--- config.mk ---
export PLATFORM = sky130hd
export DESIGN_NAME = uart_tx_flat
export DESIGN_NICKNAME = d
export VERILOG_FILES = /design/src/rtl/uart_pkg.sv /design/src/rtl/uart_tx_if.sv /design/src/rtl/uart_baud_cnt.sv /design/src/rtl/uart_tx.sv /design/src/flat_wrapper.sv
export SDC_FILE = /design/constraint.sdc
export NUM_CORES = 1
export LEC_CHECK = 0
export BUFFER_PORTS_ARGS = -buffer_cell sky130_fd_sc_hd__buf_2
export CORE_UTILIZATION = 30
export CTS_BUF_LIST = sky130_fd_sc_hd__clkbuf_8
export CTS_CLUSTER_DIAMETER = 200
export DETAILED_ROUTE_END_ITERATION = 7
export GPL_ROUTABILITY_DRIVEN = 0
export PLACE_DENSITY = 0.45
export SYNTH_ARGS = -nofsm -noshare
export SYNTH_HDL_FRONTEND = slang
export SYNTH_SLANG_ARGS = --single-unit
--- constraint.sdc ---
create_clock -name sysclk -period 2.85 [get_ports sysclk]
set_clock_uncertainty 0.1 [all_clocks]
set_input_delay 0.1425 -clock sysclk [delete_from_list [all_inputs] [get_ports sysclk]]
set_output_delay 0.1425 -clock sysclk [all_outputs]
set_load 0.005 [all_outputs]
--- src/rtl/uart_pkg.sv ---
// Shared UART constants: FSM encoding, frame shape and default baud divisor.
// Used by both the transmit and receive paths; no logic, no latency.
package uart_pkg;

  localparam logic [1:0] IDLE  = 2'd0;
  localparam logic [1:0] START = 2'd1;
  localparam logic [1:0] DATA  = 2'd2;
  localparam logic [1:0] STOP  = 2'd3;

  typedef enum logic [1:0] {
    ST_IDLE  = IDLE,
    ST_START = START,
    ST_DATA  = DATA,
    ST_STOP  = STOP
  } uart_state_t;

  localparam int UART_DATA_BITS = 8;
  localparam int UART_STOP_BITS = 1;

  // 100 MHz sysclk / 9600 baud, rounded.
  localparam int UART_CLKS_PER_BIT = 10417;

endpackage

--- src/rtl/uart_tx_if.sv ---
// Byte handshake between the CPU peripheral logic (master) and the UART transmitter (slave).
// Valid/ready: a byte moves on any rising edge with tx_valid && tx_ready.
interface uart_tx_if;

  logic [uart_pkg::UART_DATA_BITS-1:0] tx_data;
  logic                                tx_valid;
  logic                                tx_ready;
  logic                                tx_busy;
  logic                                tx_done;

  modport master (
    output tx_data,
    output tx_valid,
    input  tx_ready,
    input  tx_busy,
    input  tx_done
  );

  modport slave (
    input  tx_data,
    input  tx_valid,
    output tx_ready,
    output tx_busy,
    output tx_done
  );

endinterface

--- src/rtl/uart_baud_cnt.sv ---
// Bit-period timer: counts 0..CLKS_PER_BIT-1, bit_end high while at the last count.
// clr restarts the period on the next edge; wraps by itself at each bit boundary.
module uart_baud_cnt
  import uart_pkg::*;
#(
  parameter int CLKS_PER_BIT = UART_CLKS_PER_BIT
) (
  input  logic sysclk,
  input  logic reset,
  input  logic clr,
  output logic bit_end
);

  localparam int CW = (CLKS_PER_BIT > 1) ? $clog2(CLKS_PER_BIT) : 1;
  localparam logic [CW-1:0] LAST = CW'(CLKS_PER_BIT - 1);

  logic [CW-1:0] cnt;

  always_ff @(posedge sysclk or negedge reset) begin
    if (!reset) begin
      cnt <= '0;
    end else if (clr || bit_end) begin
      cnt <= '0;
    end else begin
      cnt <= cnt + CW'(1);
    end
  end

  assign bit_end = (cnt == LAST);

endmodule

--- src/rtl/uart_tx.sv ---
// 8N1 UART transmitter: frame of 10*CLKS_PER_BIT cycles, line falls on the handshake edge.
// Accepts a byte only in IDLE; tx_valid outside IDLE is ignored, not queued.
module uart_tx
  import uart_pkg::*;
#(
  parameter int CLKS_PER_BIT = UART_CLKS_PER_BIT
) (
  input  logic     sysclk,
  input  logic     reset,
  uart_tx_if.slave tx_if,
  output logic     UART_TX
);

  localparam logic [2:0] LAST_BIT = 3'(UART_DATA_BITS - 1);

  uart_state_t               state;
  logic [UART_DATA_BITS-1:0] shift;
  logic [2:0]                bit_idx;
  logic                      done_q;
  logic                      handshake;
  logic                      bit_end;

  assign handshake      = tx_if.tx_valid && (state == ST_IDLE);
  assign tx_if.tx_ready = (state == ST_IDLE);
  assign tx_if.tx_busy  = (state != ST_IDLE);
  assign tx_if.tx_done  = done_q;

  uart_baud_cnt #(
    .CLKS_PER_BIT (CLKS_PER_BIT)
  ) u_baud (
    .sysclk  (sysclk),
    .reset   (reset),
    .clr     (handshake),
    .bit_end (bit_end)
  );

  always_ff @(posedge sysclk or negedge reset) begin
    if (!reset) begin
      state   <= ST_IDLE;
      UART_TX <= 1'b1;
      done_q  <= 1'b0;
      bit_idx <= '0;
      shift   <= '0;
    end else begin
      done_q <= 1'b0;
      case (state)
        ST_IDLE: begin
          if (tx_if.tx_valid) begin
            shift   <= tx_if.tx_data;
            bit_idx <= '0;
            UART_TX <= 1'b0;
            state   <= ST_START;
          end
        end
        ST_START: begin
          if (bit_end) begin
            UART_TX <= shift[0];
            state   <= ST_DATA;
          end
        end
        ST_DATA: begin
          if (bit_end) begin
            if (bit_idx == LAST_BIT) begin
              UART_TX <= 1'b1;
              state   <= ST_STOP;
            end else begin
              // shift[1] is the bit that becomes shift[0] after this shift
              shift   <= shift >> 1;
              UART_TX <= shift[1];
              bit_idx <= bit_idx + 3'd1;
            end
          end
        end
        ST_STOP: begin
          if (bit_end) begin
            state  <= ST_IDLE;
            done_q <= 1'b1;
          end
        end
        default: state <= ST_IDLE;
      endcase
    end
  end

endmodule

--- src/flat_wrapper.sv ---
// flat-port wrapper written by rule: the top's interface ports become plain ports
module uart_tx_flat import uart_pkg::*;
#(
  parameter int CLKS_PER_BIT = UART_CLKS_PER_BIT
)
  (sysclk, reset, UART_TX, tx_if_tx_data, tx_if_tx_valid, tx_if_tx_ready, tx_if_tx_busy, tx_if_tx_done);
  uart_tx_if tx_if_i ();
  input  logic sysclk;
  input  logic reset;
  output logic UART_TX;
  input wire logic [$bits(tx_if_i.tx_data)-1:0] tx_if_tx_data;
  input wire logic [$bits(tx_if_i.tx_valid)-1:0] tx_if_tx_valid;
  output wire logic [$bits(tx_if_i.tx_ready)-1:0] tx_if_tx_ready;
  output wire logic [$bits(tx_if_i.tx_busy)-1:0] tx_if_tx_busy;
  output wire logic [$bits(tx_if_i.tx_done)-1:0] tx_if_tx_done;
  assign tx_if_i.tx_data = tx_if_tx_data;
  assign tx_if_i.tx_valid = tx_if_tx_valid;
  assign tx_if_tx_ready = tx_if_i.tx_ready;
  assign tx_if_tx_busy = tx_if_i.tx_busy;
  assign tx_if_tx_done = tx_if_i.tx_done;
  uart_tx #(.CLKS_PER_BIT(CLKS_PER_BIT)) u_core (.sysclk(sysclk), .reset(reset), .tx_if(tx_if_i), .UART_TX(UART_TX));
endmodule
# == Word-level counts from Yosys, hierarchy flattened ==
# Index checks and enable logic that the tools add are counted.
# op_classes
addsub,2
eq_ne,11
n_mux,22
n_reduce_logical,9
# op_table
op,count
two-way mux 8 bit,3
one-hot mux 8 bit (2 select lines),1
adder 14 x 1 -> 14 bit (second input constant),1
== test 14 bit (second input constant),1
two-way mux 14 bit,1
two-way mux 2 bit,5
!= test 2 bit (second input constant),5
two-way mux 3 bit,3
one-hot mux 2 bit (4 select lines),1
AND reduction 4 bit,2
two-way mux 1 bit,6
one-hot mux 3 bit (2 select lines),1
AND reduction 5 bit,1
== test 2 bit (second input constant),2
nonzero test 2 bit,2
adder 3 x 1 -> 3 bit (second input constant),1
== test 3 bit (second input constant),1
one-hot mux 1 bit (3 select lines),1
nonzero test 3 bit,1
== test 2 x 1 -> 1 bit (second input constant),1
zero test 2 bit,1
!= test 2 x 1 -> 1 bit (second input constant),1
logical AND 1 bit,1
logical OR 1 bit,1
# totals
register_bits,29
input_bits,11
out_inout_bits,4
word_cells,50

# == Longest topological paths before layout ==
# Gate-level depths: netlist of run 1.
# depth
word_depth,4
mapped_depth,7
ltp_nobuf,6

# == Cells and area by module ==
# Synthesis of run 1 repeated with hierarchy kept, for this count alone.
# hier_totals
hier_cells,144
hier_area_um2,1622.8
# by_module_without_submodules
mod,n_inst,cells_per_inst,area_per_inst_um2,seq_area_each_um2
uart_tx,1,70,908.4,376.6
uart_baud_cnt,1,74,714.4,350.3

# == Worst setup path after synthesis of run 1 ==
# Ideal clock, no wire load.
# synth_timing
path_kind,reg-to-reg
from,register u_core.u_baud.cnt[10]
to,register u_core.bit_idx[2]
setup_time_ps,125
arrival_ps,2018
path_slack_ps,607
stages_incl_launch_ff,6
n_path_buf,1
path_cell_list,dfrtp_1 -> or4_4 -> nor4_4 -> and4bb_1 -> buf_6 -> mux2_4
# synth_between
elab_chain_len,3
# synth_rtl
item,line_no,source
start: declaration,uart_baud_cnt.sv:17,logic [CW-1:0] cnt;
start signal: assignment,uart_baud_cnt.sv:25,cnt <= cnt + CW'(1);
== test 14 bit,uart_baud_cnt.sv:29,assign bit_end = (cnt == LAST);
!= test 2 bit (no source line),--,
AND reduction 4 bit (no source line),--,
end signal: assignment,uart_tx.sv:70,bit_idx <= bit_idx + 3'd1;
end: declaration,uart_tx.sv:18,logic [2:0] bit_idx;
# No other way between the ends.
# A chain may end at the register's enable or synchronous reset.

# == Worst setup path after layout of run 1 ==
# layout_timing
from,register u_core.u_baud.cnt[10]
to,register u_core.bit_idx[0]
# Same word-level chain as after synthesis.

==> flow_summary.json, run 1 <==
{
  "path_max_fanout": 9,
  "holdCritStartpoint": "tx_if_tx_data[3]",
  "drv_slew": 0,
  "wl_um": 3428,
  "die_w_um": 75.07,
  "cts_tree": "done",
  "numClockSinks": 29,
  "dieArea_mm2": 0.005635,
  "drc": 0,
  "syn_inst": 163,
  "crit_buf_inv": 1,
  "post_cts_buffers": 0,
  "cp-end-kind": "flop",
  "rsz0062_at_grt": "false",
  "finish.instance_area_mm2": 0.001849,
  "hold_viol": 0,
  "fmax_ghz": 0.4282,
  "period_share_pct": 81.95,
  "sequentialPowerShare_pct": 53.5,
  "coreArea_mm2": 0.005140,
  "crit_chain": "or4_4, nor4_4, and4bb_1, buf_4, mux2i_1",
  "hpwl_um": 2379,
  "drtIter0Drc": 31,
  "mostFrequentLayoutCell": "dfrtp_1",
  "antenna-diode-count": 0,
  "htree_levels": 2,
  "synth_area_mm2": 0.001602,
  "async_reset_ff_share_pct": 100.0,
  "viasPerCell": 4.826,
  "internal_power_mw": 0.5865,
  "pwr-share-comb_pct": 2.4,
  "p_sw_share_pct": 23.76,
  "layout_common_cells": "dfrtp_1, nor2_1, nand2_1",
  "wl_per_cell_um": 13.55,
  "synthDistinctLibCells": 33,
  "antenna_found_initial": 0,
  "run_status": "complete, no violations",
  "synth_warnings": 0,
  "power_density_mw_per_mm2": 416.0,
  "ys_seq_elements": 29,
  "layout_min_cycle_time_ps": 2335,
  "p_switching_mw": 0.1828,
  "die_h_um": 75.07,
  "cp.arrival_ps": 2450,
  "critPathKind": "flop to flop",
  "layout-drive-gt1-share_pct": 16.94,
  "ys_seq_area_share_pct": 45.39,
  "clk_pin_slew_ps": 70,
  "worstSetupStartpoint": "u_core.u_baud.cnt[10]$_DFF_PN0_",
  "initial_core_util_pct": 31.16,
  "nFillCells": 552,
  "grt_max_degree": 30,
  "setup_viol": 0,
  "first_global_vias": 1201,
  "worst_slew_pin_slew_ps": 690.7,
  "fin_tns_setup_ps": 0,
  "grt.total_usage_pct": 14.01,
  "detail_route.first_pass.iterations": 4,
  "ant_nets": 0,
  "synthTopCellsByArea": "dfrtp_1, ha_1, nor2_1",
  "yosysTopAreaCellShare_pct": 43.75,
  "dpl_cell_area_mm2": 0.001743,
  "avgSynthCellArea_um2": 9.825,
  "maxSlewHeadroom_pct": 53.96,
  "cap_viol_max_count": 0,
  "hp-class": "primary input to flop",
  "crit_family": "simple AND/OR/NAND/NOR gates",
  "area_growth_pct": 15.47,
  "slowest_delay_ps": 560,
  "synth_fp_nets": 184,
  "cts_max_path_buffers": 2,
  "r2r-start": "u_core.u_baud.cnt[10]$_DFF_PN0_",
  "p_leak_nw": 0.8264,
  "clkPwrFrac_pct": 44.1,
  "critPathLaunchType": "flop",
  "cpMaxStageDelayCell": "or4_4",
  "portBuffers": 14,
  "ir_worst_vdd_mv": 0.2013,
  "ys.flop_type": "dfrtp_1",
  "grt_overflow": 0,
  "clk_latency_ps": 280,
  "nNetsFinal": 203,
  "cts_resized": 0,
  "synth_edf_count": 0,
  "vias": 1221,
  "cts_root_buf": "clkbuf_8",
  "numCtsBuffers": 5,
  "grt_pass1_wl_um": 5720,
  "rows": 26,
  "yosysTopAreaCell": "dfrtp_1",
  "crit_required_ps": 2960,
  "num_io_pins": 15
}
[timing repair]
action	in CTS	in global routing
hold buffers	2	0
setup endpoints to repair	0	0
hold endpoints to repair	29	0
[synthesized netlist by cell type, types with 2 or more instances]
library cell and number:
a21oi_1 9, a221o_1 7, and2_1 2, and4_1 3
clkbuf_1 4, dfrtp_1 28, ha_1 10, inv_1 7
mux2_2 2, mux2i_1 2, nand2_1 15, nand3_1 12
nand4_1 4, nor2_1 19, nor2b_1 3, nor3_1 3
o21ai_0 7, xnor2_1 5, xor2_1 7
[power groups by stage]
stage / clock network (mW) / logic, mW / registers [mW]
after global placement: 0 / 0.0171 / 0.419
after floorplan: 0 / 0.00177 / 0.419
after global routing: 0.377 / 0.0216 / 0.411
after CTS: 0.354 / 0.0197 / 0.411
after detailed placement: 0 / 0.0175 / 0.419
final: 0.339 / 0.0188 / 0.412
[sequential cells by signal (all words and copies together), names as in the netlist]
register              flops
u_core.UART_TX            1
u_core.bit_idx            3
u_core.shift              8
u_core.state              2
u_core.tx_if.tx_done      1
u_core.u_baud.cnt        14
[final timing paths]
path                       slack, ps  cells after the start                               to
max in group asynchronous       1870                      2      u_core.shift[4]$_DFFE_PN0P_
setup / recovery                 510                      5    u_core.bit_idx[0]$_DFFE_PN0P_
hold / removal                   170                      4      u_core.shift[3]$_DFFE_PN0P_
min in group asynchronous        340                      2  u_core.u_baud.cnt[12]$_DFF_PN0_
hold reg to reg                  380                      1    u_core.bit_idx[0]$_DFFE_PN0P_
setup reg to reg                 510                      5    u_core.bit_idx[0]$_DFFE_PN0P_
[tightest hold or removal path, stage by stage]
cell	delay, ps
buf_2	80
nand3_1	60
a21oi_1	140
a221o_1	110
[layout make-up]
class	instances	area, um^2	share of cell area, %
Clock buffer	5	68.82	3.721
Sequential cell	29	726.9	39.31
Multi-Input combinational cell	120	813.3	43.98
Timing Repair Buffer	18	105.1	5.683
Inverter	8	30.03	1.624
Clock inverter	3	17.52	0.9472
Tap cell	70	87.58	4.736
[per-layer routing]
metal | track usage [%] | share of wire, % | up-vias | routed length [um]
li1 | - | - | 606 | -
met1 | 17.07 | 48 | 584 | 1637
met2 | 23.12 | 47 | 25 | 1598
met3 | 3.481 | 3.8 | 6 | 130
met4 | 6.918 | 1.8 | 0 | 61
met5 | 0 | 0 | - | 0
[logic make-up after synthesis]
group                    after synthesis  synth area share [%]
AO/OA/AOI/OAI                         25                 10.39
adder cells (fa/ha/maj)               10                 7.813
buffers and inverters                 14                 3.828
AND/OR/NAND/NOR                       68                 22.42
multiplexers                           5                 3.593
XOR/XNOR                              12                 6.562
flip-flops                            29                 45.39
[through the flow]
step	worst slack (ps)	hold WS (ps)	utilization (%)	instances	total power [mW]
2_1_floorplan	606.7	-253.1	-	163	0.4212
3_3_place_gp	532.8	120.7	33.91	243	0.4364
3_5_place_dp	506.5	129.2	33.91	243	0.4368
4_1_cts	492.3	163.6	35.98	253	0.7852
5_1_grt	347.0	205.0	35.98	253	0.8100
6_report	514.6	171.0	35.98	253	0.7693
Power figures use the tool's default switching activity.
==> run 2, diff against run 1 <==
--- a/config.mk
+++ b/config.mk
@@ -11,7 +11,7 @@
 export CTS_CLUSTER_DIAMETER = 200
 export DETAILED_ROUTE_END_ITERATION = 7
 export GPL_ROUTABILITY_DRIVEN = 0
-export PLACE_DENSITY = 0.45
+export PLACE_DENSITY = 0.47
 export SYNTH_ARGS = -nofsm -noshare
 export SYNTH_HDL_FRONTEND = slang
 export SYNTH_SLANG_ARGS = --single-unit
==> constraint.sdc (replaced) <==
create_clock -name sysclk -period 1.9 [get_ports sysclk]
set_clock_uncertainty 0.1 [all_clocks]
set_input_delay 0.095 -clock sysclk [delete_from_list [all_inputs] [get_ports sysclk]]
set_output_delay 0.095 -clock sysclk [all_outputs]
set_load 0.005 [all_outputs]
==> flow_summary.json, run 2 (synthesis results as in run 1) <==
{
  "run_status": "finished with violations",
  "violations": "setup timing",
  "grt_overflow": 0,
  "grt_pass1_wl_um": 6120,
  "layout_common_cells": "dfrtp_1, buf_4, nand2_1",
  "ant_nets": 0,
  "final_util_pct": 41.70,
  "htree_levels": 2,
  "hpwl_um": 2518,
  "multi_input_area_um2": 908.4,
  "clk_latency_ps": 280,
  "numCtsBuffers": 5,
  "whs_ps": 136.5,
  "drc": 0,
  "layout_setup_ws_ps": -175.3,
  "power_density_mw_per_mm2": 566.7,
  "drv_slew": 0,
  "worst_slew_pin_slew_ps": 657.4,
  "cap_viol_max_count": 0,
  "wl_per_cell_um": 13.06,
  "largest-register": "u_core.u_baud.cnt",
  "cpMaxStageDelayCell": "or4b_4",
  "clk_pin_slew_ps": 60,
  "coreArea_mm2": 0.005140,
  "cts_root_buf": "clkbuf_8",
  "drtIter0Drc": 40,
  "detail_route.first_pass.iterations": 4,
  "area_growth_pct": 33.83,
  "cp-end-kind": "flop",
  "cts_tree": "done",
  "ff_latch_area_um2": 726.9,
  "maxSlewHeadroom_pct": 56.17,
  "portBuffers": 14,
  "initial_core_util_pct": 31.16,
  "period_share_pct": 109.2,
  "critPathLaunchType": "flop",
  "numClockSinks": 29,
  "p_leak_nw": 0.9589,
  "nFillCells": 550,
  "viasPerCell": 4.798,
  "rsz0062_at_grt": "true",
  "crit_required_ps": 1960,
  "ir_worst_vdd_mv": 0.2620,
  "nNetsFinal": 227,
  "layout_min_cycle_time_ps": 2075,
  "rows": 26,
  "first_global_vias": 1329,
  "layout-drive-gt1-share_pct": 34.78,
  "hp-class": "primary input to flop",
  "wl_um": 3617,
  "critPathKind": "flop to flop",
  "die_h_um": 75.07,
  "die_w_um": 75.07,
  "mostFrequentLayoutCell": "dfrtp_1",
  "vias": 1329,
  "cp.arrival_ps": 2140,
  "setup_viol": 28,
  "crit_chain": "or4b_4, nor4_4, and4bb_2, mux2_4",
  "num_io_pins": 15,
  "fmax_ghz": 0.4819,
  "dieArea_mm2": 0.005635,
  "grt_max_degree": 30,
  "grt.total_usage_pct": 15.04,
  "antenna_found_initial": 0,
  "cts_max_path_buffers": 2,
  "reg2reg_slack_ps": -180,
  "hold_viol": 0,
  "pre_cts_slack_ps": -220.3,
  "largest_register_ffs": 14,
  "path_max_fanout": 4,
  "largest_registers": "u_core.u_baud.cnt (14), u_core.shift (8), u_core.bit_idx (3)",
  "dpl_cell_area_mm2": 0.001919,
  "antenna-diode-count": 0,
  "slowest_delay_ps": 540,
  "finish.instance_area_mm2": 0.002143
}
run 2: power by group:
part           leakage, nW  switching [mW]  internal (mW)
logic                0.554          0.0173         0.0101
clock network       0.0542           0.243          0.327
registers            0.350               0          0.618
total                0.959           0.260          0.955
run 2: stage by stage:
stage / total power [mW] / cells / TNS, ps
after CTS: 1.241 / 277 / -3243
after global placement: 0.6544 / 264 / -2868
final: 1.215 / 277 / -3015
after global routing: 1.262 / 277 / -5665
after detailed placement: 0.6548 / 264 / -3653
after floorplan: 0.6319 / 163 / -2541
run 2: path summary, 6_finish.rpt:
kind | start | endpoint | depth (start not counted)
min reg2reg | u_core.bit_idx[0]$_DFFE_PN0P_ | u_core.bit_idx[0]$_DFFE_PN0P_ | 1
max | u_core.u_baud.cnt[9]$_DFF_PN0_ | u_core.bit_idx[2]$_DFFE_PN0P_ | 4
max reg2reg | u_core.u_baud.cnt[9]$_DFF_PN0_ | u_core.bit_idx[2]$_DFFE_PN0P_ | 4
min | tx_if_tx_data[2] | u_core.shift[2]$_DFFE_PN0P_ | 4
min in group asynchronous | reset | u_core.u_baud.cnt[2]$_DFF_PN0_ | 2
max in group asynchronous | reset | u_core.shift[3]$_DFFE_PN0P_ | 2
run 2: area by class of cell:
cell class / count / share of cell area [%]
Tap cell: 70 / 4.086
Clock buffer: 7 / 4.495
Multi-Input combinational cell: 121 / 42.38
Inverter: 8 / 1.401
Sequential cell: 29 / 33.92
Clock inverter: 1 / 0.2335
Timing Repair Buffer: 41 / 13.49
run 2: critical path: cells and delay by family (launching register included):
kind | cells | cell delay [ps]
and+or+nand+nor | 3 | 1170
muxes | 1 | 310
DFF | 1 | 380
run 2: repair_timing:
action | in CTS | in global routing
setup endpoints to repair | 27 | 29
pin swaps | 8 | 14
cloned | 1 | 0
resized for setup | 13 | 13
hold buffers | 2 | 0
endpoints found under the hold margin | 29 | 0
buffers inserted | 3 | 0
run 2: routing by layer:
metal  track usage, %  share of wire, %
met3            4.016               2.7
met1            17.50                45
met4            6.289               1.5
met2            26.13                51
met5                0                 0
